==> src/rtl/alu_iter.sv <==
// alu_iter: registered execute-stage ALU with iterative unsigned multiply/divide.
//
// Single-cycle ops (add/sub/logic/shift/pass) load the output registers on the
// accepting edge. MULU and DIVU with a non-zero divisor take WIDTH iterations
// in the ITER state: shift-add multiply, and restoring division with a WIDTH+1
// bit partial remainder. DIVU by zero finishes in one cycle.
//
// Ports:
//   clk, reset              clock, asynchronous active-high reset
//   flush                   abort the in-flight op / drop an accept this cycle
//   in_valid, in_ready      input handshake (in_ready high only in IDLE)
//   op[3:0], a, b, cfin     operation, operands, carry-in
//   out_valid               one-cycle pulse when the outputs below are new
//   result, result_hi       primary result, high product / remainder
//   cfout, zf, sf, dz       carry/borrow, zero, sign, divide-by-zero flags
//   busy                    multi-cycle op in flight
module alu_iter #(
    parameter int WIDTH = 16
) (
    input  logic             clk,
    input  logic             reset,
    input  logic             flush,
    input  logic             in_valid,
    output logic             in_ready,
    input  logic [3:0]       op,
    input  logic [WIDTH-1:0] a,
    input  logic [WIDTH-1:0] b,
    input  logic             cfin,
    output logic             out_valid,
    output logic [WIDTH-1:0] result,
    output logic [WIDTH-1:0] result_hi,
    output logic             cfout,
    output logic             zf,
    output logic             sf,
    output logic             dz,
    output logic             busy
);
    localparam int SHW = $clog2(WIDTH);

    localparam logic [3:0] OP_ADD   = 4'd0;
    localparam logic [3:0] OP_ADDC  = 4'd1;
    localparam logic [3:0] OP_SUB   = 4'd2;
    localparam logic [3:0] OP_SUBC  = 4'd3;
    localparam logic [3:0] OP_AND   = 4'd4;
    localparam logic [3:0] OP_OR    = 4'd5;
    localparam logic [3:0] OP_XOR   = 4'd6;
    localparam logic [3:0] OP_SHL   = 4'd7;
    localparam logic [3:0] OP_SHR   = 4'd8;
    localparam logic [3:0] OP_SAL   = 4'd9;
    localparam logic [3:0] OP_SAR   = 4'd10;
    localparam logic [3:0] OP_PASSB = 4'd11;
    localparam logic [3:0] OP_MULU  = 4'd12;
    localparam logic [3:0] OP_DIVU  = 4'd13;

    typedef enum logic {IDLE, ITER} state_t;

    state_t state_reg, state_next;

    // Iteration registers. hi_reg is the partial remainder for DIVU (WIDTH+1
    // bits) and the running high product for MULU (bit WIDTH unused there).
    logic             is_div_reg;
    logic [WIDTH:0]   hi_reg;
    logic [WIDTH-1:0] lo_reg;
    logic [WIDTH-1:0] opnd_reg;
    logic [SHW-1:0]   count_reg;

    // Output registers
    logic             out_valid_reg;
    logic [WIDTH-1:0] result_reg;
    logic [WIDTH-1:0] result_hi_reg;
    logic             cfout_reg;
    logic             dz_reg;

    // ------------------------------------------------------------------
    // Single-cycle datapath
    // ------------------------------------------------------------------
    logic [SHW-1:0]   sh;
    logic             add_cin;
    logic             sub_bin;
    logic [WIDTH:0]   add_full;
    logic [WIDTH:0]   sub_full;
    logic [WIDTH:0]   shl_full;
    logic [WIDTH:0]   shr_full;
    logic [WIDTH:0]   sar_full;
    logic signed [WIDTH:0] sar_src;
    logic [WIDTH-1:0] sc_r;
    logic [WIDTH-1:0] sc_rh;
    logic             sc_cf;
    logic             sc_dz;
    logic             is_multi;

    assign sh       = b[SHW-1:0];
    assign add_cin  = (op == OP_ADDC) & cfin;
    assign sub_bin  = (op == OP_SUBC) & cfin;
    assign add_full = {1'b0, a} + {1'b0, b} + {{WIDTH{1'b0}}, add_cin};
    assign sub_full = {1'b0, a} - {1'b0, b} - {{WIDTH{1'b0}}, sub_bin};
    // Left shift: bit WIDTH holds the last bit shifted out.
    assign shl_full = {1'b0, a} << sh;
    // Right shifts: a guard bit below the LSB catches the last bit shifted out.
    assign shr_full = {a, 1'b0} >> sh;
    assign sar_src  = {a, 1'b0};
    assign sar_full = sar_src >>> sh;

    assign is_multi = (op == OP_MULU) || ((op == OP_DIVU) && (b != '0));

    always_comb begin
        sc_r  = a;
        sc_rh = '0;
        sc_cf = cfin;
        sc_dz = 1'b0;
        case (op)
            OP_ADD, OP_ADDC: begin
                sc_r  = add_full[WIDTH-1:0];
                sc_cf = add_full[WIDTH];
            end
            OP_SUB, OP_SUBC: begin
                sc_r  = sub_full[WIDTH-1:0];
                sc_cf = sub_full[WIDTH];
            end
            OP_AND: begin sc_r = a & b; sc_cf = 1'b0; end
            OP_OR:  begin sc_r = a | b; sc_cf = 1'b0; end
            OP_XOR: begin sc_r = a ^ b; sc_cf = 1'b0; end
            OP_SHL, OP_SAL: begin
                sc_r  = shl_full[WIDTH-1:0];
                sc_cf = (sh == '0) ? cfin : shl_full[WIDTH];
            end
            OP_SHR: begin
                sc_r  = shr_full[WIDTH:1];
                sc_cf = (sh == '0) ? cfin : shr_full[0];
            end
            OP_SAR: begin
                sc_r  = sar_full[WIDTH:1];
                sc_cf = (sh == '0) ? cfin : sar_full[0];
            end
            OP_PASSB: sc_r = b;
            OP_DIVU: begin
                // Only reached here with b == 0.
                sc_r  = '1;
                sc_rh = a;
                sc_cf = 1'b0;
                sc_dz = 1'b1;
            end
            default: ;
        endcase
    end

    // ------------------------------------------------------------------
    // Iterative datapath
    // ------------------------------------------------------------------
    logic [WIDTH:0]   mul_sum;
    logic [WIDTH:0]   div_shift;
    logic             div_ge;
    logic [WIDTH:0]   iter_hi_next;
    logic [WIDTH-1:0] iter_lo_next;

    assign mul_sum   = lo_reg[0] ? ({1'b0, hi_reg[WIDTH-1:0]} + {1'b0, opnd_reg})
                                 : {1'b0, hi_reg[WIDTH-1:0]};
    assign div_shift = {hi_reg[WIDTH-1:0], lo_reg[WIDTH-1]};
    assign div_ge    = div_shift >= {1'b0, opnd_reg};

    always_comb begin
        if (is_div_reg) begin
            iter_hi_next = div_ge ? (div_shift - {1'b0, opnd_reg}) : div_shift;
            iter_lo_next = {lo_reg[WIDTH-2:0], div_ge};
        end else begin
            // Product shifts right one place per step; the multiplier drains
            // out of lo_reg as product bits fill in from the top.
            iter_hi_next = {1'b0, mul_sum[WIDTH:1]};
            iter_lo_next = {mul_sum[0], lo_reg[WIDTH-1:1]};
        end
    end

    // ------------------------------------------------------------------
    // FSM
    // ------------------------------------------------------------------
    logic accept;
    logic last;

    always_ff @(posedge clk or posedge reset) begin
        if (reset) state_reg <= IDLE;
        else       state_reg <= state_next;
    end

    always_comb begin
        state_next = state_reg;
        accept     = 1'b0;
        last       = 1'b0;
        in_ready   = 1'b0;
        busy       = 1'b0;
        case (state_reg)
            IDLE: begin
                in_ready = 1'b1;
                if (in_valid && !flush) begin
                    accept = 1'b1;
                    if (is_multi) state_next = ITER;
                end
            end
            ITER: begin
                busy = 1'b1;
                if (flush) begin
                    state_next = IDLE;
                end else if (count_reg == SHW'(WIDTH - 1)) begin
                    last       = 1'b1;
                    state_next = IDLE;
                end
            end
            default: state_next = IDLE;
        endcase
    end

    // Output load mux: a single-cycle accept or the final iteration.
    logic             ld_en;
    logic [WIDTH-1:0] ld_r;
    logic [WIDTH-1:0] ld_rh;
    logic             ld_cf;
    logic             ld_dz;

    always_comb begin
        ld_en = (accept && !is_multi) || last;
        ld_r  = sc_r;
        ld_rh = sc_rh;
        ld_cf = sc_cf;
        ld_dz = sc_dz;
        if (last) begin
            ld_r  = iter_lo_next;
            ld_rh = iter_hi_next[WIDTH-1:0];
            ld_cf = is_div_reg ? 1'b0 : (iter_hi_next[WIDTH-1:0] != '0);
            ld_dz = 1'b0;
        end
    end

    always_ff @(posedge clk or posedge reset) begin
        if (reset) begin
            is_div_reg    <= 1'b0;
            hi_reg        <= '0;
            lo_reg        <= '0;
            opnd_reg      <= '0;
            count_reg     <= '0;
            out_valid_reg <= 1'b0;
            result_reg    <= '0;
            result_hi_reg <= '0;
            cfout_reg     <= 1'b0;
            dz_reg        <= 1'b0;
        end else begin
            out_valid_reg <= 1'b0;
            if (accept && is_multi) begin
                is_div_reg <= (op == OP_DIVU);
                hi_reg     <= '0;
                count_reg  <= '0;
                if (op == OP_DIVU) begin
                    lo_reg   <= a;
                    opnd_reg <= b;
                end else begin
                    lo_reg   <= b;
                    opnd_reg <= a;
                end
            end else if (state_reg == ITER && !flush) begin
                hi_reg    <= iter_hi_next;
                lo_reg    <= iter_lo_next;
                count_reg <= count_reg + SHW'(1);
            end
            if (ld_en) begin
                out_valid_reg <= 1'b1;
                result_reg    <= ld_r;
                result_hi_reg <= ld_rh;
                cfout_reg     <= ld_cf;
                dz_reg        <= ld_dz;
            end
        end
    end

    assign out_valid = out_valid_reg;
    assign result    = result_reg;
    assign result_hi = result_hi_reg;
    assign cfout     = cfout_reg;
    assign dz        = dz_reg;
    // Flags follow the held result, so reset gives zf = 1 and DIVU by zero
    // (result all ones) gives zf = 0, sf = 1.
    assign zf        = (result_reg == '0);
    assign sf        = result_reg[WIDTH-1];

endmodule

==> config.mk <==
export PLATFORM = sky130hd
export DESIGN_NAME = alu_iter
export DESIGN_NICKNAME = d
export VERILOG_FILES = /design/src/rtl/alu_iter.sv
export SDC_FILE = /design/constraint.sdc
export NUM_CORES = 1
export LEC_CHECK = 0
export CORE_MARGIN = 2
export CORE_UTILIZATION = 55
export CTS_CLUSTER_DIAMETER = 30
export DETAILED_ROUTE_END_ITERATION = 12
export DONT_BUFFER_PORTS = 1
export PLACE_DENSITY = 0.78
export SLEW_MARGIN = 15
export SYNTH_ARGS = -nofsm -noshare
export SYNTH_HDL_FRONTEND = slang
export SYNTH_SLANG_ARGS = --single-unit
==> constraint.sdc <==
create_clock -name clk -period 2.69 [get_ports clk]
set_clock_uncertainty 0.1 [all_clocks]
set_input_delay 0.4035 -clock clk [delete_from_list [all_inputs] [get_ports clk]]
set_output_delay 0.4035 -clock clk [all_outputs]
set_load 0.01 [all_outputs]
Word-level counts from Yosys, hierarchy flattened
Cells that the tools add are included.
- bits in latches: 0
- flip-flop bits (word level): 89
- bits in read-only memories: 0
- output and inout bits: 39
- bits in writable memories: 0
- memories: 0
- word-level logic and storage cells: 98
- input bits: 41
- shift-type cells: 3
- add/sub/neg operators: 7
- reduce and logical (&&, ||, !) cells: 19
- equality and inequality tests: 14
- bitwise operators: 6
- $mul: 0
- div/mod/pow operators: 0
- muxes and demuxes: 37
- magnitude comparators: 1
- operators with widths (cell ; count):
    2-to-1 mux 16 bit ; 12
    one-hot mux 16 bit (10 select lines) ; 1
    adder 16 x 16 -> 17 bit ; 2
    nonzero test 16 bit ; 2
    equality test 4 bit (second input constant) ; 7
    2-to-1 mux 1 bit ; 19
    adder 17 x 1 -> 17 bit ; 1
    >= comparator 17 x 16 -> 1 bit ; 1
    2-to-1 mux 17 bit ; 1
    << shifter 16 x 4 -> 17 bit ; 1
    right shift 17 x 4 -> 17 bit ; 1
    >>> shifter 17 x 4 -> 17 bit ; 1
    subtractor 16 x 16 -> 17 bit ; 1
    subtractor 17 x 1 -> 17 bit ; 1
    AND 16 bit ; 1
    equality test 4 x 3 -> 1 bit (second input constant) ; 4
    logical NOT 16 bit ; 1
    OR 16 bit ; 1
    subtractor 16 bit ; 1
    bitwise XOR 16 bit ; 1
    equality test 4 x 2 -> 1 bit (second input constant) ; 2
    logical NOT 4 bit ; 2
    2-to-1 mux 4 bit ; 2
    one-hot mux 1 bit (6 select lines) ; 1
    other kinds (11) ; 20

Longest topological paths before layout
- depth after elaboration: 7
- depth in mapped cells: 16
- depth with buffers taken out: 15

Worst setup path after synthesis
Ideal clock, no wire load.
- path kind: input -> register
- start: in op[1]
- end: reg result_reg[14] (netlist: result[14])
- stages on the path: 15
- data arrival time: 3.360 ns
- path slack: -0.874 ns
- data required time: 2.486 ns
- path through: buf_2 > buf_1 > nand4_1 > fa_1 > fa_1 > o21a_1 > o21a_1 > o21ai_1 > a211o_1 > nand3_1 > a2111oi_0 > a31oi_1 > o221ai_1 > o211ai_1 > o311ai_1
- cells in the longest elaborated chain, start to end: 6
- elaborated cells between the ends (all ways): 28
- classes of those cells: add/sub: 2; eq/ne: 13; mux: 2; bitwise: 2; reduce/logical: 9
- ends and longest elaborated chain (what ; RTL line ; RTL):
    start: declaration ; 25 ; input logic [3:0] op,
    branches (longest 6 deep; another with subtractor 17 x 1 -> 17 bit) ; -- ;
    end signal: assignment ; 264 ; result_reg <= ld_r;
    end: declaration ; 69 ; logic [WIDTH-1:0] result_reg;
Several ways; the timed one is not identified.
A chain may end at the register's enable or synchronous reset.

Worst setup path after layout
- start: reg lo_reg[15]
- end: reg cfout_reg (netlist: cfout)
- cells in the longest elaborated chain, start to end: 6
- elaborated cells between the ends (all ways): 7
- classes of those cells: add/sub: 1; order compare: 1; mux: 4; reduce/logical: 1
- ends and longest elaborated chain (what ; RTL line ; RTL):
    start: declaration ; 63 ; logic [WIDTH-1:0] lo_reg;
    start signal: assignment ; 259 ; lo_reg <= iter_lo_next;
    subtractor 16 bit / >= comparator 17 x 16 -> 1 bit (equally long branches) ; 163, 159 ;
    2-to-1 mux 16 bit (*) ; 163 ; iter_hi_next = div_ge ? (div_shift - {1'b0, opnd_reg}) : div_shift;
    2-to-1 mux 16 bit (*) ; 162 ; if (is_div_reg) begin
    nonzero test 16 bit (*) ; 227 ; ld_cf = is_div_reg ? 1'b0 : (iter_hi_next[WIDTH-1:0] != '0);
    2-to-1 mux 1 bit (*) ; 227 ;
    2-to-1 mux 1 bit (*) ; 224 ; if (last) begin
    end signal: assignment ; 266 ; cfout_reg <= ld_cf;
    end: declaration ; 71 ; logic cfout_reg;
Every way passes the cells marked *; elsewhere a longest branch is shown, timed or not.

==> qor.txt <==
number of synthesized flops with an enable pin = 0
HP Class = in -> reg
first-pass iteration count of the detailed router = 6
Die X = 142 um
clock power share = 0.138
net count after synthesis = 1530
Site Rows = 50
Post-DP HPWL = 33200 um
worst slack, placed = -677 ps
Peak Freq = 320 MHz
status = complete, but fails checks
vias in the first global route = 12000
Req. time, crit path = 2830 ps
global-route wire length before repair = 66700 um
Final Max Tran Viols = 0
mapped cell area = 10400 sq um
Top FF cell, synth = dfrtp_1
WHS Path Cells = 2
share of the synthesized area in the top cell type = 0.213
Die H = 142 um
r2r endpoint = cfout
Reg2Reg Depth = 14
PD cells = 692 nW/um^2
Setup violations, final = 31
CP Capture Point = cfout
initial antenna violation count = 0
Comb pwr share = 0.647
Final period util = 1.16
YS warnings = 0
leakage = 6.13 nW
dpl cells = 1788
Flop pwr share = 0.215
Clock transition at path regs = 80 ps
Core Footprint = 18600 sq um
hold_ws = 72.6 ps
Post-synth ARST share = 1.00
max_cap viols = 0
Multi-input gate area = 8190 sq um
DR vias/cell = 6.68
total wire length = 44400 um
drt drc = 0
NetSw = 4.17 mW
Final Hold Violating Endpoints = 0
GP Congestion = 1.03
area leader, netlist = dfrtp_1
Yosys reg bits = 89
Netlist cell types = 93
failing checks = setup timing
crit-path max FO = 4
worst setup path category = reg -> reg
VDD IR max = 0.000386 V
largest net degree at the start of global routing = 49
Worst setup SP type = flip-flop
clk root buf = clkbuf_16
Max H-tree Level = 3
Synth area leaders = dfrtp_1, ha_1, a21oi_1, nand2_1, nor2_1
Mapped Cells = 1387
Ports = 80
R2R Setup Slk = -440 ps
Worst slew margin = 0.332
deepest clock path buffer count = 2
worst reg2reg path startpoint = lo_reg[15]
clk_lat worst skew = 360 ps
vias post-DR = 12200
most frequent cell after synthesis = nand2_1
Seq/Total Area, Yosys = 0.213
layout cell share with drive strength beyond 1 = 0.281
Avg Cell Area, Syn = 7.52 sq um
Worst-Margin Slew = 998 ps
Tot GR Track Use = 0.434
final setup margin = -438 ps
Worst Setup End Kind = flip-flop
Cell Int Power = 5.18 mW
PortBufs = 0
filler cell count = 1431
Post-synth top cells = nand2_1, a21oi_1, nor2_1
Initial DRC Count = 1331
area grow syn2layout = 29.5%
crit path DAT = 3270 ps
Non-Filler Instances = 1826
Final Util = 0.725
Seq. cell area = 2230 sq um
post-route setup TNS = -4840 ps
Initial Util = 0.560
CTS sink count = 89
sw frac = 0.446
Congestion Overflow GR = 0
Worst Setup SP = lo_reg[15]
CTS tree = yes
RSZ-0062 raised after global routing = yes
Avg WL per Cell = 24.3 um
cts bufs inserted = 9
final net count = 1729
die area = 20100 sq um
post-layout min period = 3130 ps
Post-DRT Antenna Nets = 0
power by group through the flow:
stage	logic (mW)	registers, mW	clock network, mW
6_report	6.05	2.01	1.29
3_5_place_dp	5.05	1.98	0
4_1_cts	5.59	1.99	1.28
5_1_grt	6.48	2.03	1.34
3_3_place_gp	4.92	1.97	0
2_1_floorplan	3.18	1.89	0
metrics by stage:
stage                     total power [mW]  area [sq um]
after detailed placement              7.04         12400
after floorplan                       5.06         10500
after global placement                6.89         12400
after global routing                  9.84         13500
final                                 9.35         13500
after CTS                             8.86         13200
critical path: stages (launching register included):
cell      delay (ps)
dfrtp_1          410
inv_2            100
ha_4             150
inv_2             40
fa_2             390
a21oi_4          240
o22ai_4          130
o41ai_2          260
xnor2_1          130
mux2i_1          170
mux2_4           180
and4bb_1         180
nand4_1          190
nor3b_2          250
a21oi_1           90
logic make-up (layout without fill, tap and decap cells):
group           Yosys count  in the layout  share of synthesized area
compound gates          480            480                      0.301
simple gates            448            448                      0.198
buf+inv                 174            378                     0.0712
fa+ha+maj               102            102                      0.127
flops                    89             89                      0.213
mux                      54             54                     0.0559
xor+xnor                 40             40                     0.0336
other cells               0              1                          0
routing by layer:
| layer | global-route usage | wire, um | up-vias |
|---|---|---|---|
| met3 | 0.103 | 4660 | 218 |
| li1 | - | - | 5461 |
| met2 | 0.702 | 19900 | 775 |
| met4 | 0.305 | 3610 | 0 |
| met1 | 0.508 | 16200 | 5748 |
| met5 | 0 | 0 | - |
worst min path at each step:
stage / start / slack (ps) / to
6_report: a[7] / 70 / result_hi[7]
5_1_grt: a[7] / 70 / result_hi[7]
4_1_cts: a[7] / 70 / result_hi[7]
3_5_place_dp: reset / 290 / result_hi[6]
3_3_place_gp: reset / 280 / result_hi[6]
2_1_floorplan: opnd_reg[10] / 380 / opnd_reg[10]
layout make-up:
cell class,instances,share of cell area
multi-input combinational,1124,0.607
sequential,89,0.165
timing repair buffer,273,0.159
inverter,89,0.0254
tap,234,0.0217
clock buffer,9,0.0167
clock inverter,7,0.00537
antenna,1,0.000185
placed cells by master (no fill, tap or decap), types with 23 or more instances in the layout:
| cell | count |
|---|---|
| nor3_1 | 26 |
| buf_4 | 259 |
| dfrtp_1 | 83 |
| inv_1 | 79 |
| a21oi_1 | 126 |
| xnor2_1 | 23 |
| ha_1 | 83 |
| o21ai_0 | 89 |
| mux2i_1 | 46 |
| nand3_1 | 37 |
| nand2_1 | 135 |
| nor2_1 | 131 |
timing repair:
action                     CTS  global route
setup endpoints to repair   39            45
hold buffers                 1             0
cloned                       0             0
hold endpoints to repair    26             0
pin swaps                   63            41
buffers inserted            14            11
resized for setup           80            59
(Power assumes the default switching activity.)
